## src/rtl/softmax_pkg.sv

```systemverilog
// rtl/softmax_pkg.sv - shared defaults and entry layout for the softmax result collector
package softmax_pkg;

  localparam int DEF_N       = 16;
  localparam int DEF_VEC_LEN = 4;
  localparam int DEF_DEPTH   = 8;
  localparam int IDX_W       = $clog2(DEF_VEC_LEN);
  localparam int SUM_W       = DEF_N + IDX_W;

  typedef struct packed {
    logic [DEF_N-1:0] data;
    logic [IDX_W-1:0] idx;
    logic             last;
  } entry_t;

  localparam int ENTRY_W = $bits(entry_t);

endpackage

```

## src/rtl/softmax_result_collector_if.sv

```systemverilog
// rtl/softmax_result_collector_if.sv - downstream sample stream of the result collector
interface softmax_result_collector_if #(
  parameter int N     = 16,
  parameter int IDX_W = 2
) ();

  logic             m_valid;
  logic             m_ready;
  logic [N-1:0]     m_data;
  logic [IDX_W-1:0] m_index;
  logic             m_last;

  modport master (output m_valid, m_data, m_index, m_last, input m_ready);
  modport slave  (input m_valid, m_data, m_index, m_last, output m_ready);

endinterface

```

## src/rtl/softmax_sync_fifo.sv

```systemverilog
// rtl/softmax_sync_fifo.sv - single-clock show-ahead FIFO with wrap-bit pointers
module softmax_sync_fifo #(
  parameter int W     = 19,
  parameter int DEPTH = 8
) (
  input  logic                   clk,
  input  logic                   reset,
  input  logic                   clear,
  input  logic                   push,
  input  logic [W-1:0]           push_data,
  input  logic                   pop,
  output logic [W-1:0]           head_data,
  output logic                   full,
  output logic                   empty,
  output logic [$clog2(DEPTH):0] level
);

  localparam int AW = $clog2(DEPTH);

  logic [W-1:0] mem [DEPTH];
  logic [AW:0]  wr_ptr;
  logic [AW:0]  rd_ptr;
  logic         do_push;
  logic         do_pop;

  assign empty     = (wr_ptr == rd_ptr);
  assign full      = (wr_ptr[AW] != rd_ptr[AW]) && (wr_ptr[AW-1:0] == rd_ptr[AW-1:0]);
  assign level     = wr_ptr - rd_ptr;
  assign head_data = mem[rd_ptr[AW-1:0]];

  // A push into a full FIFO is legal when the head leaves in the same cycle.
  assign do_pop  = pop && !empty && !clear;
  assign do_push = push && !clear && (!full || do_pop);

  always_ff @(posedge clk or negedge reset) begin
    if (!reset) begin
      wr_ptr <= '0;
      rd_ptr <= '0;
    end else if (clear) begin
      wr_ptr <= '0;
      rd_ptr <= '0;
    end else begin
      if (do_push) wr_ptr <= wr_ptr + 1'b1;
      if (do_pop)  rd_ptr <= rd_ptr + 1'b1;
    end
  end

  always_ff @(posedge clk) begin
    if (do_push) mem[wr_ptr[AW-1:0]] <= push_data;
  end

endmodule

```

## src/rtl/softmax_result_collector.sv

```systemverilog
// rtl/softmax_result_collector.sv - captures CORDIC softmax outputs, tags, buffers and sums them
module softmax_result_collector
  import softmax_pkg::*;
#(
  parameter int N       = DEF_N,
  parameter int DEPTH   = DEF_DEPTH,
  parameter int VEC_LEN = DEF_VEC_LEN
) (
  input  logic                          clk,
  input  logic                          reset,
  input  logic                          clear,
  input  logic [N-1:0]                  z_in,
  input  logic                          capture_div,
  softmax_result_collector_if.master    m,
  output logic [N+$clog2(VEC_LEN)-1:0]  sum_out,
  output logic                          sum_valid,
  output logic                          overflow,
  output logic [$clog2(DEPTH):0]        level
);

  localparam int IW = $clog2(VEC_LEN);
  localparam int SW = N + IW;
  localparam int EW = N + IW + 1;

  typedef struct packed {
    logic [N-1:0]  data;
    logic [IW-1:0] idx;
    logic          last;
  } slot_t;

  logic [IW-1:0] elem_cnt;
  logic [SW-1:0] acc;
  logic [SW-1:0] acc_next;
  slot_t         wr_slot;
  slot_t         head;
  slot_t         hold;
  slot_t         out_slot;
  logic          is_last;
  logic          full;
  logic          empty;
  logic          pop;

  assign is_last  = (elem_cnt == IW'(VEC_LEN - 1));
  assign acc_next = acc + SW'(z_in);
  assign wr_slot  = '{data: z_in, idx: elem_cnt, last: is_last};
  assign pop      = !empty && m.m_ready && !clear;

  softmax_sync_fifo #(.W(EW), .DEPTH(DEPTH)) u_fifo (
    .clk       (clk),
    .reset     (reset),
    .clear     (clear),
    .push      (capture_div),
    .push_data (wr_slot),
    .pop       (pop),
    .head_data (head),
    .full      (full),
    .empty     (empty),
    .level     (level)
  );

  // When empty the stream shows the last beat that left, not stale RAM contents.
  always_comb begin
    out_slot  = empty ? hold : head;
    m.m_valid = !empty;
    m.m_data  = out_slot.data;
    m.m_index = out_slot.idx;
    m.m_last  = out_slot.last;
  end

  always_ff @(posedge clk or negedge reset) begin
    if (!reset) begin
      elem_cnt  <= '0;
      acc       <= '0;
      sum_out   <= '0;
      sum_valid <= 1'b0;
      overflow  <= 1'b0;
      hold      <= '0;
    end else if (clear) begin
      elem_cnt  <= '0;
      acc       <= '0;
      sum_out   <= '0;
      sum_valid <= 1'b0;
      overflow  <= 1'b0;
      hold      <= '0;
    end else begin
      sum_valid <= 1'b0;
      if (pop) hold <= head;
      // Dropped strobes still advance framing and the sum so vectors stay aligned.
      if (capture_div) begin
        if (full && !pop) overflow <= 1'b1;
        if (is_last) begin
          elem_cnt  <= '0;
          sum_out   <= acc_next;
          sum_valid <= 1'b1;
          acc       <= '0;
        end else begin
          elem_cnt  <= elem_cnt + 1'b1;
          acc       <= acc_next;
        end
      end
    end
  end

endmodule

```

## src/flat_wrapper.sv

```systemverilog
// flat-port wrapper written by rule: the top's interface ports become plain ports
module softmax_result_collector_flat import softmax_pkg::*;
#(
  parameter int N       = DEF_N,
  parameter int DEPTH   = DEF_DEPTH,
  parameter int VEC_LEN = DEF_VEC_LEN
)
  (clk, reset, clear, z_in, capture_div, sum_out, sum_valid, overflow, level, m_m_valid, m_m_data, m_m_index, m_m_last, m_m_ready);
  softmax_result_collector_if #(.N(N), .IDX_W(2)) m_i ();
  input  logic clk;
  input  logic reset;
  input  logic clear;
  input  logic [N-1:0] z_in;
  input  logic capture_div;
  output logic [N+$clog2(VEC_LEN)-1:0] sum_out;
  output logic sum_valid;
  output logic overflow;
  output logic [$clog2(DEPTH):0] level;
  output wire logic [$bits(m_i.m_valid)-1:0] m_m_valid;
  output wire logic [$bits(m_i.m_data)-1:0] m_m_data;
  output wire logic [$bits(m_i.m_index)-1:0] m_m_index;
  output wire logic [$bits(m_i.m_last)-1:0] m_m_last;
  input wire logic [$bits(m_i.m_ready)-1:0] m_m_ready;
  assign m_m_valid = m_i.m_valid;
  assign m_m_data = m_i.m_data;
  assign m_m_index = m_i.m_index;
  assign m_m_last = m_i.m_last;
  assign m_i.m_ready = m_m_ready;
  softmax_result_collector #(.N(N), .DEPTH(DEPTH), .VEC_LEN(VEC_LEN)) u_core (.clk(clk), .reset(reset), .clear(clear), .z_in(z_in), .capture_div(capture_div), .m(m_i), .sum_out(sum_out), .sum_valid(sum_valid), .overflow(overflow), .level(level));
endmodule
```

## config.mk

```make
export PLATFORM = sky130hd
export DESIGN_NAME = softmax_result_collector_flat
export DESIGN_NICKNAME = d
export VERILOG_FILES = /design/src/rtl/softmax_pkg.sv /design/src/rtl/softmax_result_collector_if.sv /design/src/rtl/softmax_sync_fifo.sv /design/src/rtl/softmax_result_collector.sv /design/src/flat_wrapper.sv
export SDC_FILE = /design/constraint.sdc
export NUM_CORES = 1
export LEC_CHECK = 0
export BUFFER_PORTS_ARGS = -buffer_cell sky130_fd_sc_hd__buf_2
export CAP_MARGIN = 10
export CORE_ASPECT_RATIO = 1.5
export CORE_MARGIN = 3
export CORE_UTILIZATION = 35
export CTS_BUF_LIST = sky130_fd_sc_hd__clkbuf_2 sky130_fd_sc_hd__clkbuf_4 sky130_fd_sc_hd__clkbuf_8
export DETAILED_ROUTE_END_ITERATION = 10
export GPL_ROUTABILITY_DRIVEN = 0
export PLACE_DENSITY_LB_ADDON = 0.2
export SKIP_LAST_GASP = 1
export SYNTH_ARGS = -nofsm -noshare
export SYNTH_HDL_FRONTEND = slang
export SYNTH_SLANG_ARGS = --single-unit
```

## constraint.sdc

```tcl
create_clock -name clk -period 4.3 [get_ports clk]
set_input_delay 0.43 -clock clk [delete_from_list [all_inputs] [get_ports clk]]
set_output_delay 0.43 -clock clk [all_outputs]
set_load 0.01 [all_outputs]
```

### Word level (Yosys, flattened, before mapping)

Memory sizes are Yosys's and may differ from the RTL's.
Index checks and enable logic that the tools add are counted.
W data, S select, Z words.

* equal/unequal tests: 4
* $add $sub $neg: 5
* multiplexer cells: 24
* reductions and logical operators: 21

Operators by type and width (number)
* $mux W18: 6
* $mux W19: 3
* $add A18 B16 Y18: 1
* $mux W4: 4
* $reduce_bool A2 Y1: 6
* $add A4 B1 Y4 const B: 2
* $logic_and A1 B1 Y1: 8
* $mux W1: 8
* $mux W2: 3
* $eq A4 B4 Y1: 1
* $logic_not A1 Y1: 4
* $reduce_and A2 Y1: 2
* $sub A4 B4 Y4: 1
* $eq A3 B3 Y1: 1
* $add A2 B1 Y2 const B: 1
* $eq A2 B2 Y1 const B: 1
* $logic_or A1 B1 Y1: 1
* $ne A1 B1 Y1: 1

* register bits after elaboration: 67
* RAM bits: 152
* memories kept: 1
* logic and storage cells: 65
* input bits: 21

Memory list
* u_core.u_fifo.mem: words 8, bits a word 19, read ports 1, clocked after Yosys merged registers in 0, write ports 1, line softmax_sync_fifo.sv:20 `logic [W-1:0] mem [DEPTH];`

### Longest topological paths before layout

Gate-level depths: netlist of the first run.

* depth in word-level cells: 10
* gate-level depth with buffers: 11
* depth with buffers taken out: 9

### Modules after synthesis

From an unflattened synthesis of the first run, not the netlist that was laid out.

* cell total of the unflattened synthesis: 611
* area total of the unflattened synthesis: 9484.1 sq um

Modules (own cells, without submodules)
* softmax_sync_fifo: area an instance 6322.3 sq um, cells each 331, times used 1
* softmax_result_collector: area an instance 3161.8 sq um, cells each 280, times used 1

### Worst setup path before layout of the first run

No wires, ideal clock.

* kind: register to register
* start: register u_core.u_fifo.rd_ptr[2]
* end: memory u_core.u_fifo.mem[1][0] (enable)
* period minus slack after synthesis: 3.509 ns
* arrival: 3.090 ns
* stages on the path, launching flop included: 9
* path slack: 0.791 ns
* cells stage by stage: dfrtp_1 inv_1 clkbuf_1 ha_1 nand3_1 nor3_1 nor2_2 nand2_1 nor3_1

* cells in the longest elaborated chain, start to end: 10
* elaborated cells between the ends (all ways): 13
* those cells by class: eq/ne (2); mux (2); reduce/logical (9)

Ends and longest elaborated chain
* from (decl): line softmax_sync_fifo.sv:22 `logic [AW:0] rd_ptr;`
* from (signal assigned): line softmax_sync_fifo.sv:44 `if (do_pop) rd_ptr <= rd_ptr + 1'b1;`
* $eq A4 B4 Y1: line softmax_sync_fifo.sv:26 `assign empty = (wr_ptr == rd_ptr);`
* $logic_not A1 Y1: line softmax_sync_fifo.sv:32, softmax_result_collector.sv:46
* $logic_and A1 B1 Y1 (2 in series): line softmax_result_collector.sv:46 `assign pop = !empty && m.m_ready && !clear;`
* $logic_and A1 B1 Y1 (2 in series): line softmax_sync_fifo.sv:32 `assign do_pop = pop && !empty && !clear;`
* $logic_or A1 B1 Y1 *: line softmax_sync_fifo.sv:33 `assign do_push = push && !clear && (!full || do_pop);`
* $logic_and A1 B1 Y1 *: line softmax_sync_fifo.sv:33
* $mux W1 *: line softmax_sync_fifo.sv:49 `if (do_push) mem[wr_ptr[AW-1:0]] <= push_data;`
* $mux W1 (implied by the code) *: line softmax_sync_fifo.sv:49
* to (decl): line softmax_sync_fifo.sv:20

Every way passes the cells marked *; elsewhere a longest branch is shown, timed or not.

### Final worst setup path of the first run

* start: register u_core.u_fifo.wr_ptr[2]
* end: output port m_m_index[1]

* cells in the longest elaborated chain, start to end: 2

Ends and longest elaborated chain
* from (decl): line softmax_sync_fifo.sv:21 `logic [AW:0] wr_ptr;`
* from (signal assigned): line softmax_sync_fifo.sv:43 `if (do_push) wr_ptr <= wr_ptr + 1'b1;`
* $eq A4 B4 Y1: line softmax_sync_fifo.sv:26
* $mux W19: line softmax_result_collector.sv:63 `out_slot = empty ? hold : head;`
* to (decl): line flat_wrapper.sv:21 `output wire logic [$bits(m_i.m_index)-1:0] m_m_index;`

Every way passes these cells.

==> impl_metrics.env, run 1 <==
export IMPL_synth_compound_area_share_pct=8.26
export IMPL_coreArea_um2=26600
export IMPL_dominantRegCellSynth="edfxtp_1"
export IMPL_cts_made_buffers=35
export IMPL_synth_xor_area_share_pct=2.03
export IMPL_slowest_stage="nand4_2"
export IMPL_grt_usage_pct=15.1
export IMPL_postCtsSetupBuffers=0
export IMPL_diodes=0
export IMPL_stdcell_count=1081
export IMPL_path_clk_slew_ps=70
export IMPL_finalMaxSlewViolations=0
export IMPL_root_buffer="clkbuf_8"
export IMPL_setup_tns_ps=0
export IMPL_grt_ovfl_total=0
export IMPL_synth_area_leaders="edfxtp_1 48%, dfrtp_1 18%, mux4_2 9.0%, ha_1 2.9%, mux2i_1 2.3%"
export IMPL_antenna_found_initial=0
export IMPL_setup_viol=0
export IMPL_rsz0062_at_grt="no"
export IMPL_yosys_warnings=0
export IMPL_cap_violations=0
export IMPL_grt_max_degree=46
export IMPL_finalHoldViolations=0
export IMPL_start_util_pct=35.6
export IMPL_synth_distinct_cells=44
export IMPL_muxShareOfSynthArea_pct=11.4
export IMPL_synth_top_area_cell="edfxtp_1"
export IMPL_final_cell_mix="152 x edfxtp_1, 66 x dfrtp_1, 64 x buf_2"
export IMPL_synth_simple_gate_area_share_pct=6.98
export IMPL_hp_class="input port to asynchronous set/reset pin"
export IMPL_synthArstFlopShare_pct=30.6
export IMPL_synth_area_um2=9470
export IMPL_arrival_ps=2890
export IMPL_netlist_area_leader_share_pct=48.2
export IMPL_h_tree_depth=2
export IMPL_hpwl_mm=14.0
export IMPL_crit_family="simple AND/OR/NAND/NOR gates"
export IMPL_leakagePower_nw=4.27
export IMPL_synth_area_per_cell_um2=14.9
export IMPL_synth_nets=682
export IMPL_slew_headroom_pct=23.0
export IMPL_drive_gt1_share_pct=24.5
export IMPL_insertion_delay_ps=520
export IMPL_fin_skew_ps=26.5
export IMPL_die_h_um=207
export IMPL_status="finished, final reports clean"
export IMPL_dp_cells=1021
export IMPL_die_area_um2=29100
export IMPL_startpoint_type="flop"
export IMPL_synth_edf_count=152
export IMPL_final_period_utilization_pct=77.2
export IMPL_grt_pass1_vias=5909
export IMPL_ys_seq_area_share_pct=65.9
export IMPL_cp_buffers_inverters=1
export IMPL_post_cts_resized=0
export IMPL_cts_hold_buf=0
export IMPL_rows=73
export IMPL_ir_drop_mv=0.224
export IMPL_syn_inst=637
export IMPL_worst_path_max_fanout=41
export IMPL_nFillCells=2468
export IMPL_totalWireLength_mm=21.9
export IMPL_cts_sink_count=219
export IMPL_endpoint_kind="output pin"
export IMPL_synth_top_family_by_area="multiplexers"
export IMPL_io_buffers=64
export IMPL_first_pass_iters=7
export IMPL_crit_type="flop to output pin"
export IMPL_power_density_nw_per_um2=501
export IMPL_cts_tree="built"
export IMPL_reg2reg_to="u_core.u_fifo.rd_ptr[3]"
export IMPL_tightest_slew_ps=1150
export IMPL_nets=766
export IMPL_worst_path_largest_cell_delay_ps=790
export IMPL_power_total_mw=5.48
export IMPL_cp_cell_sequence="ha_1, nand4_2, a21oi_1, buf_2"
export IMPL_worstPathRequired_ps=3870
export IMPL_ys_ff_latch=219
export IMPL_drt_iter0_markers=223
export IMPL_vias=5645
export IMPL_final_common_cell="edfxtp_1"
export IMPL_fin_util_pct=41.2
export IMPL_fin_crit_ps=3320
export IMPL_die_w_um=140
export IMPL_num_io_pins=65
export IMPL_drc=0
export IMPL_cts_path_max_buffers=3
export IMPL_grt_pass1_wl_mm=34.4
export IMPL_viasPerCell=5.22
export IMPL_detail_route_wl_per_cell_um=20.2
export IMPL_fmax_ghz=0.301
export IMPL_r2r_start="u_core.u_fifo.wr_ptr[2]"
export IMPL_regToRegSetupSlack_ps=1440
export IMPL_worst_r2r_path_depth=7
export IMPL_syn_to_final_growth_pct=15.6
export IMPL_synthAdderAreaFrac_pct=3.33
export IMPL_ant_nets=0
cells in the mapped netlist, drive strengths merged (2+ instances only):
cell type  instances
mux4              38
nand2b             8
inv               18
o21ai             40
nand3b            20
dfrtp             67
nand3              7
or3                2
o31ai              2
nand2             35
ha                22
o211ai             5
edfxtp           152
a21o               2
nor3               4
fa                 2
xor2               7
nand4              3
a22o              25
xnor2             15
mux2i             22
buf               11
clkbuf            22
a21oi             39
a31oi              2
nor2              52
nor2b              3
report_power, final:
group          switching [mW]  internal, mW  total [mW]
sequential             0.0508          2.36        2.41
combinational           0.714         0.492        1.21
clock                   0.782          1.09        1.87
total                    1.55          3.93        5.48
worst max-delay path by stage:
| stage | startpoint | endpoint | slack, ps | depth (start not counted) |
|---|---|---|---|---|
| after CTS | u_core.u_fifo.wr_ptr[2] | m_m_index[1] | 890 | 4 |
| final | u_core.u_fifo.wr_ptr[2] | m_m_index[1] | 980 | 4 |
| after global placement | z_in[0] | u_core.sum_out[14] | 1440 | 10 |
| after detailed placement | z_in[0] | u_core.acc[12] | 1340 | 10 |
| after floorplan | u_core.u_fifo.rd_ptr[2] | u_core.u_fifo.mem[1][0] | 790 | 8 |
| after global routing | u_core.u_fifo.wr_ptr[2] | m_m_index[1] | 780 | 4 |
worst reg2reg max path: cells and delay by family (launching register included):
family,cells,cell delay (ps)
buf+inv,1,340
compound gates,1,60
fa+ha+maj,1,400
simple gates,4,1470
flops,1,470
flip-flops by register name, indices dropped and copies added, names as in the netlist:
signal / flops
u_core.acc: 18
u_core.elem_cnt: 2
u_core.hold: 19
u_core.overflow: 1
u_core.sum_out: 18
u_core.sum_valid: 1
u_core.u_fifo.mem: 152
u_core.u_fifo.rd_ptr: 4
u_core.u_fifo.wr_ptr: 4
metrics by stage:
step / area [um2] / hold WS [ps] / setup slack, ps
after floorplan: 9470 / 134 / 791
after global placement: 10200 / 466 / 1440
after detailed placement: 10200 / 474 / 1340
after CTS: 10900 / 139 / 886
after global routing: 10900 / 183 / 775
final: 10900 / 144 / 979
logic make-up (layout without fill, tap and decap cells):
group                    count (synthesis)  in the layout
flip-flops                             219            219
AND/OR/NAND/NOR                        137            137
AO/OA/AOI/OAI                          124            124
multiplexers                            60             60
buffers and inverters                   51            158
adder cells (fa/ha/maj)                 24             24
XOR/XNOR                                22             22
layout make-up:
type,instances,area (um2),share of cell area [%]
multi-input cells,367,3040,27.7
well taps,337,422,3.85
repair buffers,80,440,4.02
flip-flops and latches,219,6240,57.0
clock buffers,53,654,5.98
clock inverters,7,81.3,0.743
inverters,18,67.6,0.617
per-layer routing:
layer	share of wire (%)	GRT usage, %	vias up
met5	0	0	-
met4	2.5	5.18	0
met3	4.1	2.63	38
met2	52	25.9	136
met1	42	19.2	2887
li1	-	-	2584
Note: power is estimated with default switching activity, not from simulation.
==> inputs of run 2 (changes only) <==
--- a/config.mk
+++ b/config.mk
@@ -5,6 +5,7 @@
 export SDC_FILE = /design/constraint.sdc
 export NUM_CORES = 1
 export LEC_CHECK = 0
+export ABC_AREA = 1
 export BUFFER_PORTS_ARGS = -buffer_cell sky130_fd_sc_hd__buf_2
 export CAP_MARGIN = 10
 export CORE_ASPECT_RATIO = 1.5
==> constraint.sdc (replaced) <==
create_clock -name clk -period 2.75 [get_ports clk]
set_input_delay 0.275 -clock clk [delete_from_list [all_inputs] [get_ports clk]]
set_output_delay 0.275 -clock clk [all_outputs]
set_load 0.01 [all_outputs]
==> impl_metrics.env, run 2 <==
export IMPL_vias=6715
export IMPL_setup_viol=0
export IMPL_reg2reg_to="u_core.u_fifo.mem[4][15]"
export IMPL_h_tree_depth=2
export IMPL_die_w_um=142
export IMPL_dominantRegCellSynth="edfxtp_1"
export IMPL_num_io_pins=65
export IMPL_cts_tree="built"
export IMPL_die_h_um=210
export IMPL_r2r_start="u_core.u_fifo.wr_ptr[0]"
export IMPL_viasPerCell=5.03
export IMPL_cap_violations=0
export IMPL_root_buffer="clkbuf_8"
export IMPL_nets=1014
export IMPL_synth_most_common_cell="nand2_1"
export IMPL_ys_ff_latch=219
export IMPL_synth_distinct_cells=32
export IMPL_synth_area_per_cell_um2=10.9
export IMPL_final_cell_mix="158 x nand2_1, 152 x edfxtp_1, 103 x o21ai_0"
export IMPL_endpoint_kind="flop"
export IMPL_startpoint_type="flop"
export IMPL_drc=0
export IMPL_synthArstFlopShare_pct=30.6
export IMPL_status="finished, final reports clean"
export IMPL_coreArea_um2=27300
export IMPL_yosys_top_cells_count="158 x nand2_1, 152 x edfxtp_1, 105 x nor2_1, 103 x o21ai_0, 67 x dfrtp_1"
export IMPL_grt_pass1_vias=6971
export IMPL_fin_crit_ps=2660
export IMPL_final_period_utilization_pct=96.6
export IMPL_rows=74
export IMPL_tightest_slew_ps=1100
export IMPL_drt_iter0_markers=346
export IMPL_insertion_delay_ps=520
export IMPL_grt_ovfl_total=0
export IMPL_cts_made_buffers=34
export IMPL_hold_depth=2
export IMPL_worst_r2r_path_depth=9
export IMPL_nFillCells=2650
export IMPL_power_density_nw_per_um2=822
export IMPL_critPathMostFrequentCell="inv_1"
export IMPL_grt_max_degree=79
export IMPL_hold_end="u_core.u_fifo.rd_ptr[3]"
export IMPL_slowest_stage="nor2_2"
export IMPL_rsz0062_at_grt="yes"
export IMPL_io_buffers=64
export IMPL_yosys_warnings=0
export IMPL_hpwl_mm=15.2
export IMPL_ys_seq_area_share_pct=64.3
export IMPL_setup_tns_ps=0
export IMPL_fin_skew_ps=19.0
export IMPL_slew_headroom_pct=26.6
export IMPL_grt_pass1_wl_mm=37.4
export IMPL_diodes=0
export IMPL_path_clk_slew_ps=60
export IMPL_detail_route_wl_per_cell_um=17.3
export IMPL_finalHoldViolations=0
export IMPL_ant_nets=0
export IMPL_totalWireLength_mm=23.1
export IMPL_synth_edf_count=152
export IMPL_antenna_found_initial=0
export IMPL_synth_nets=939
export IMPL_cts_path_max_buffers=3
export IMPL_worst_path_max_fanout=19
export IMPL_final_common_cell="nand2_1"
export IMPL_synth_area_leaders="edfxtp_1 47%, dfrtp_1 17%, nand2_1 6.1%, o21ai_0 5.3%, nor2_1 4.1%"
export IMPL_timing_hold_ws_ps=51.0
export IMPL_cp_cell_sequence="inv_1, ha_1, inv_1, nor3_2, nand3_1, nand2_1, inv_1, nand2_1, nor2_2"
export IMPL_fmax_ghz=0.377
export IMPL_largest_reg_flops=152
export IMPL_drive_gt1_share_pct=16.6
export IMPL_start_util_pct=35.5
export IMPL_netlist_area_leader_share_pct=47.0
export IMPL_arrival_ps=2790
export IMPL_syn_inst=894
export IMPL_cts_sink_count=219
export IMPL_crit_type="flop to flop"
export IMPL_ir_drop_mv=0.362
export IMPL_crit_family="simple AND/OR/NAND/NOR gates"
export IMPL_worstPathRequired_ps=2880
export IMPL_min_from="clear"
export IMPL_die_area_um2=29800
export IMPL_first_pass_iters=4
export IMPL_leakagePower_nw=4.42
export IMPL_cp_buffers_inverters=3
export IMPL_hp_class="input port to flop"
export IMPL_finalMaxSlewViolations=0
export IMPL_worst_path_largest_cell_delay_ps=860
export IMPL_synth_top_area_cell="edfxtp_1"
export IMPL_grt_usage_pct=15.9
export IMPL_regToRegSetupSlack_ps=90
export IMPL_syn_to_final_growth_pct=14.3
export IMPL_synth_area_um2=9700
-- run 2: cell count changes in the layout (fill, tap and decap cells not counted), sizes merged, moves of 18 or more --
cell / change
nand2: +125
mux4: -38
nand3: +45
o221ai: +18
mux2i: -22
inv: +25
nor2: +53
a21oi: -23
o21ai: +122
a22o: -24
o22ai: +19
-- run 2: worst max path at each step --
| stage | startpoint | to | slack, ps | cells after the start |
|---|---|---|---|---|
| after detailed placement | u_core.u_fifo.wr_ptr[0] | u_core.u_fifo.mem[5][14] | 70 | 9 |
| after global routing | u_core.u_fifo.wr_ptr[0] | u_core.u_fifo.mem[0][17] | -120 | 9 |
| after CTS | u_core.u_fifo.wr_ptr[0] | m_m_data[9] | 40 | 9 |
| after floorplan | u_core.u_fifo.rd_ptr[2] | u_core.u_fifo.mem[0][0] | -30 | 10 |
| final | u_core.u_fifo.wr_ptr[0] | u_core.u_fifo.mem[4][15] | 90 | 9 |
| after global placement | u_core.u_fifo.wr_ptr[0] | u_core.u_fifo.mem[5][16] | 150 | 9 |
-- run 2: power by group --
group	internal, mW	total (mW)	switching [mW]
logic	0.862	2.68	1.82
clock network	1.39	2.61	1.22
registers	3.72	3.82	0.0958
total	5.97	9.11	3.14
-- run 2: final cells by class --
cell class	count	area (um2)	share of cell area (%)
flip-flops and latches	219	6240	56.3
repair buffers	82	504	4.55
clock buffers	50	594	5.36
well taps	342	428	3.86
inverters	44	175	1.58
clock inverters	11	50.0	0.451
multi-input cells	588	3090	27.9
-- run 2: cell families (layout without fill, tap and decap cells) --
family | count (synthesis) | after routing | synth area share [%]
xor gates and xnor gates | 11 | 11 | 0.993
DFF | 219 | 219 | 64.3
and+or+nand+nor | 333 | 333 | 14.3
AOI/OAI and AO/OA | 220 | 220 | 12.9
adders and majority gates | 24 | 24 | 3.25
buffers and inverters | 87 | 187 | 4.20
-- run 2: metal layers --
layer  track usage [%]  vias to the layer above  share of wire [%]
met2              27.4                      145                 50
met4              5.70                        0                2.5
met3              2.87                       41                4.5
met1              19.8                     3217                 43
met5                 0                        -                  0
li1                  -                     3312                  -
-- run 2: repair_timing --
item | CTS | global route
endpoints found under the setup margin | 19 | 152
setup buffers | 0 | 1
endpoints found under the hold margin | 67 | 0
gates resized for setup | 2 | 7
hold buffers | 1 | 0
-- run 2: stage by stage --
stage	instances	power [mW]	utilization, %	area, um2	setup WS (ps)
finish	1336	9.11	40.6	11100	94.0
global route	1336	9.71	40.6	11100	-116
CTS	1335	9.24	40.4	11000	36.8
detailed placement	1273	6.58	38.0	10400	72.1
global placement	1273	6.57	38.0	10400	150
floorplan	894	5.71	-	9710	-28.4
-- run 2: worst reg2reg max path, stage by stage (launching register included) --
cell	delay [ps]
dfrtp_1	390
inv_1	100
ha_1	290
inv_1	80
nor3_2	60
nand3_1	100
nand2_1	80
inv_1	100
nand2_1	200
nor2_2	870
==> inputs of run 3 (changes only) <==
--- a/config.mk
+++ b/config.mk
@@ -15,6 +15,7 @@
 export DETAILED_ROUTE_END_ITERATION = 10
 export GPL_ROUTABILITY_DRIVEN = 0
 export PLACE_DENSITY_LB_ADDON = 0.2
+export RECOVER_POWER = 25
 export SKIP_LAST_GASP = 1
 export SYNTH_ARGS = -nofsm -noshare
 export SYNTH_HDL_FRONTEND = slang
==> impl_metrics.env, run 3 (synthesis results as in run 2) <==
export IMPL_status="finished, final reports clean"
export IMPL_fin_ws_ps=104
export IMPL_final_common_cell="nand2_1"
export IMPL_reg2reg_to="u_core.u_fifo.mem[4][15]"
export IMPL_grt_pass1_wl_mm=37.4
export IMPL_fin_util_pct=40.5
export IMPL_arrival_ps=2780
export IMPL_min_from="clear"
export IMPL_grt_usage_pct=15.9
export IMPL_placed_area_um2=10400
export IMPL_rsz0062_at_grt="yes"
export IMPL_hp_class="input port to flop"
export IMPL_final_period_utilization_pct=96.2
export IMPL_nets=1014
export IMPL_insertion_delay_ps=520
export IMPL_fmax_ghz=0.378
export IMPL_seq_power_share_pct=41.9
export IMPL_worst_r2r_path_depth=9
export IMPL_hold_end="u_core.u_fifo.rd_ptr[3]"
export IMPL_drt_iter0_markers=344
export IMPL_grt_ovfl_total=0
export IMPL_vias=6707
export IMPL_h_tree_depth=2
export IMPL_largest_reg_flops=152
export IMPL_endpoint_kind="flop"
export IMPL_cts_sink_count=219
export IMPL_io_buffers=64
export IMPL_syn_to_final_growth_pct=14.1
export IMPL_num_io_pins=65
export IMPL_r2r_start="u_core.u_fifo.wr_ptr[0]"
export IMPL_worst_path_max_fanout=19
export IMPL_clock_power_share_pct=28.7
export IMPL_nFillCells=2651
export IMPL_hold_depth=2
export IMPL_fin_area_um2=11100
export IMPL_detail_route_wl_per_cell_um=17.3
export IMPL_regToRegSetupSlack_ps=100
export IMPL_die_w_um=142
export IMPL_first_pass_iters=4
export IMPL_viasPerCell=5.02
export IMPL_cts_made_buffers=34
export IMPL_die_area_um2=29800
export IMPL_root_buffer="clkbuf_8"
export IMPL_coreArea_um2=27300
export IMPL_grt_pass1_vias=6971
export IMPL_cap_violations=0
export IMPL_path_clk_slew_ps=60
export IMPL_slew_headroom_pct=27.0
export IMPL_setup_tns_ps=0
export IMPL_swShare_pct=34.4
export IMPL_cts_path_max_buffers=3
export IMPL_diodes=0
export IMPL_drc=0
export IMPL_antenna_found_initial=0
export IMPL_start_util_pct=35.5
export IMPL_totalWireLength_mm=23.1
export IMPL_grt_max_degree=79
export IMPL_ant_nets=0
export IMPL_tightest_slew_ps=1090
export IMPL_hpwl_mm=15.2
export IMPL_die_h_um=210
export IMPL_p_sw_mw=3.14
export IMPL_combPwrFrac_pct=29.4
export IMPL_crit_type="flop to flop"
export IMPL_fin_crit_ps=2650
export IMPL_cts_tree="built"
export IMPL_drive_gt1_share_pct=15.2
export IMPL_finalMaxSlewViolations=0
export IMPL_rows=74
export IMPL_fin_skew_ps=19.0
export IMPL_post_place_ws_ps=72.1
export IMPL_power_density_nw_per_um2=823
export IMPL_setup_viol=0
export IMPL_internal_power_mw=5.97
export IMPL_final_cell_mix="158 x nand2_1, 152 x edfxtp_1, 103 x o21ai_0"
export IMPL_worstPathRequired_ps=2880
export IMPL_ir_drop_mv=0.361
export IMPL_dp_cells=1273
export IMPL_stdcell_count=1336
export IMPL_leakagePower_nw=4.38
export IMPL_startpoint_type="flop"
export IMPL_finalHoldViolations=0
[run 3: cell type report]
class,instances,area [um2],share of cell area (%)
clock inverters,11,50.0,0.452
clock buffers,50,594,5.37
flip-flops and latches,219,6240,56.4
inverters,44,175,1.58
well taps,342,428,3.87
multi-input cells,588,3090,27.9
repair buffers,82,487,4.40
[run 3: worst max path at each step]
stage                                  from                        to  slack (ps)
floorplan           u_core.u_fifo.rd_ptr[2]   u_core.u_fifo.mem[0][0]         -30
global placement    u_core.u_fifo.wr_ptr[0]  u_core.u_fifo.mem[5][16]         150
detailed placement  u_core.u_fifo.wr_ptr[0]  u_core.u_fifo.mem[5][14]          70
CTS                 u_core.u_fifo.wr_ptr[0]               m_m_data[9]          40
global route        u_core.u_fifo.wr_ptr[0]  u_core.u_fifo.mem[0][17]        -120
finish              u_core.u_fifo.wr_ptr[0]  u_core.u_fifo.mem[4][15]         100
[run 3: timing repair]
item	4_1_cts	5_1_grt
buffers inserted	0	1
pin swaps	0	0
gates cloned	0	0
endpoints found under the hold margin	67	0
hold buffers	1	0
resized for setup	2	7
endpoints found under the setup margin	19	152
[run 3: stage by stage]
step                      hold WS, ps  total power, mW
after floorplan                 -20.6             5.71
after global placement            466             6.57
after detailed placement          460             6.58
after CTS                        22.9             9.24
after global routing             55.5             9.71
final                            50.0             9.10
[run 3: power by group through the flow]
stage	Clock [mW]	Sequential [mW]	Combinational (mW)
after floorplan	0	3.87	1.84
after global placement	0	3.87	2.69
after detailed placement	0	3.88	2.70
after CTS	2.71	3.81	2.72
after global routing	2.85	3.83	3.02
final	2.61	3.82	2.68
[run 3: critical path: stages, from the launching register on]
cell,delay (ps)
dfrtp_1,390
inv_1,90
ha_1,290
inv_1,80
nor3_2,60
nand3_1,100
nand2_1,80
inv_1,90
nand2_1,200
nor2_2,860
[run 3: metal layers]
metal / GRT usage, % / wire length, um / vias to the layer above
met5: 0 / 0 / -
met4: 5.70 / 579 / 0
met3: 2.87 / 993 / 41
met2: 27.4 / 11600 / 143
met1: 19.8 / 9910 / 3211
li1: - / - / 3312
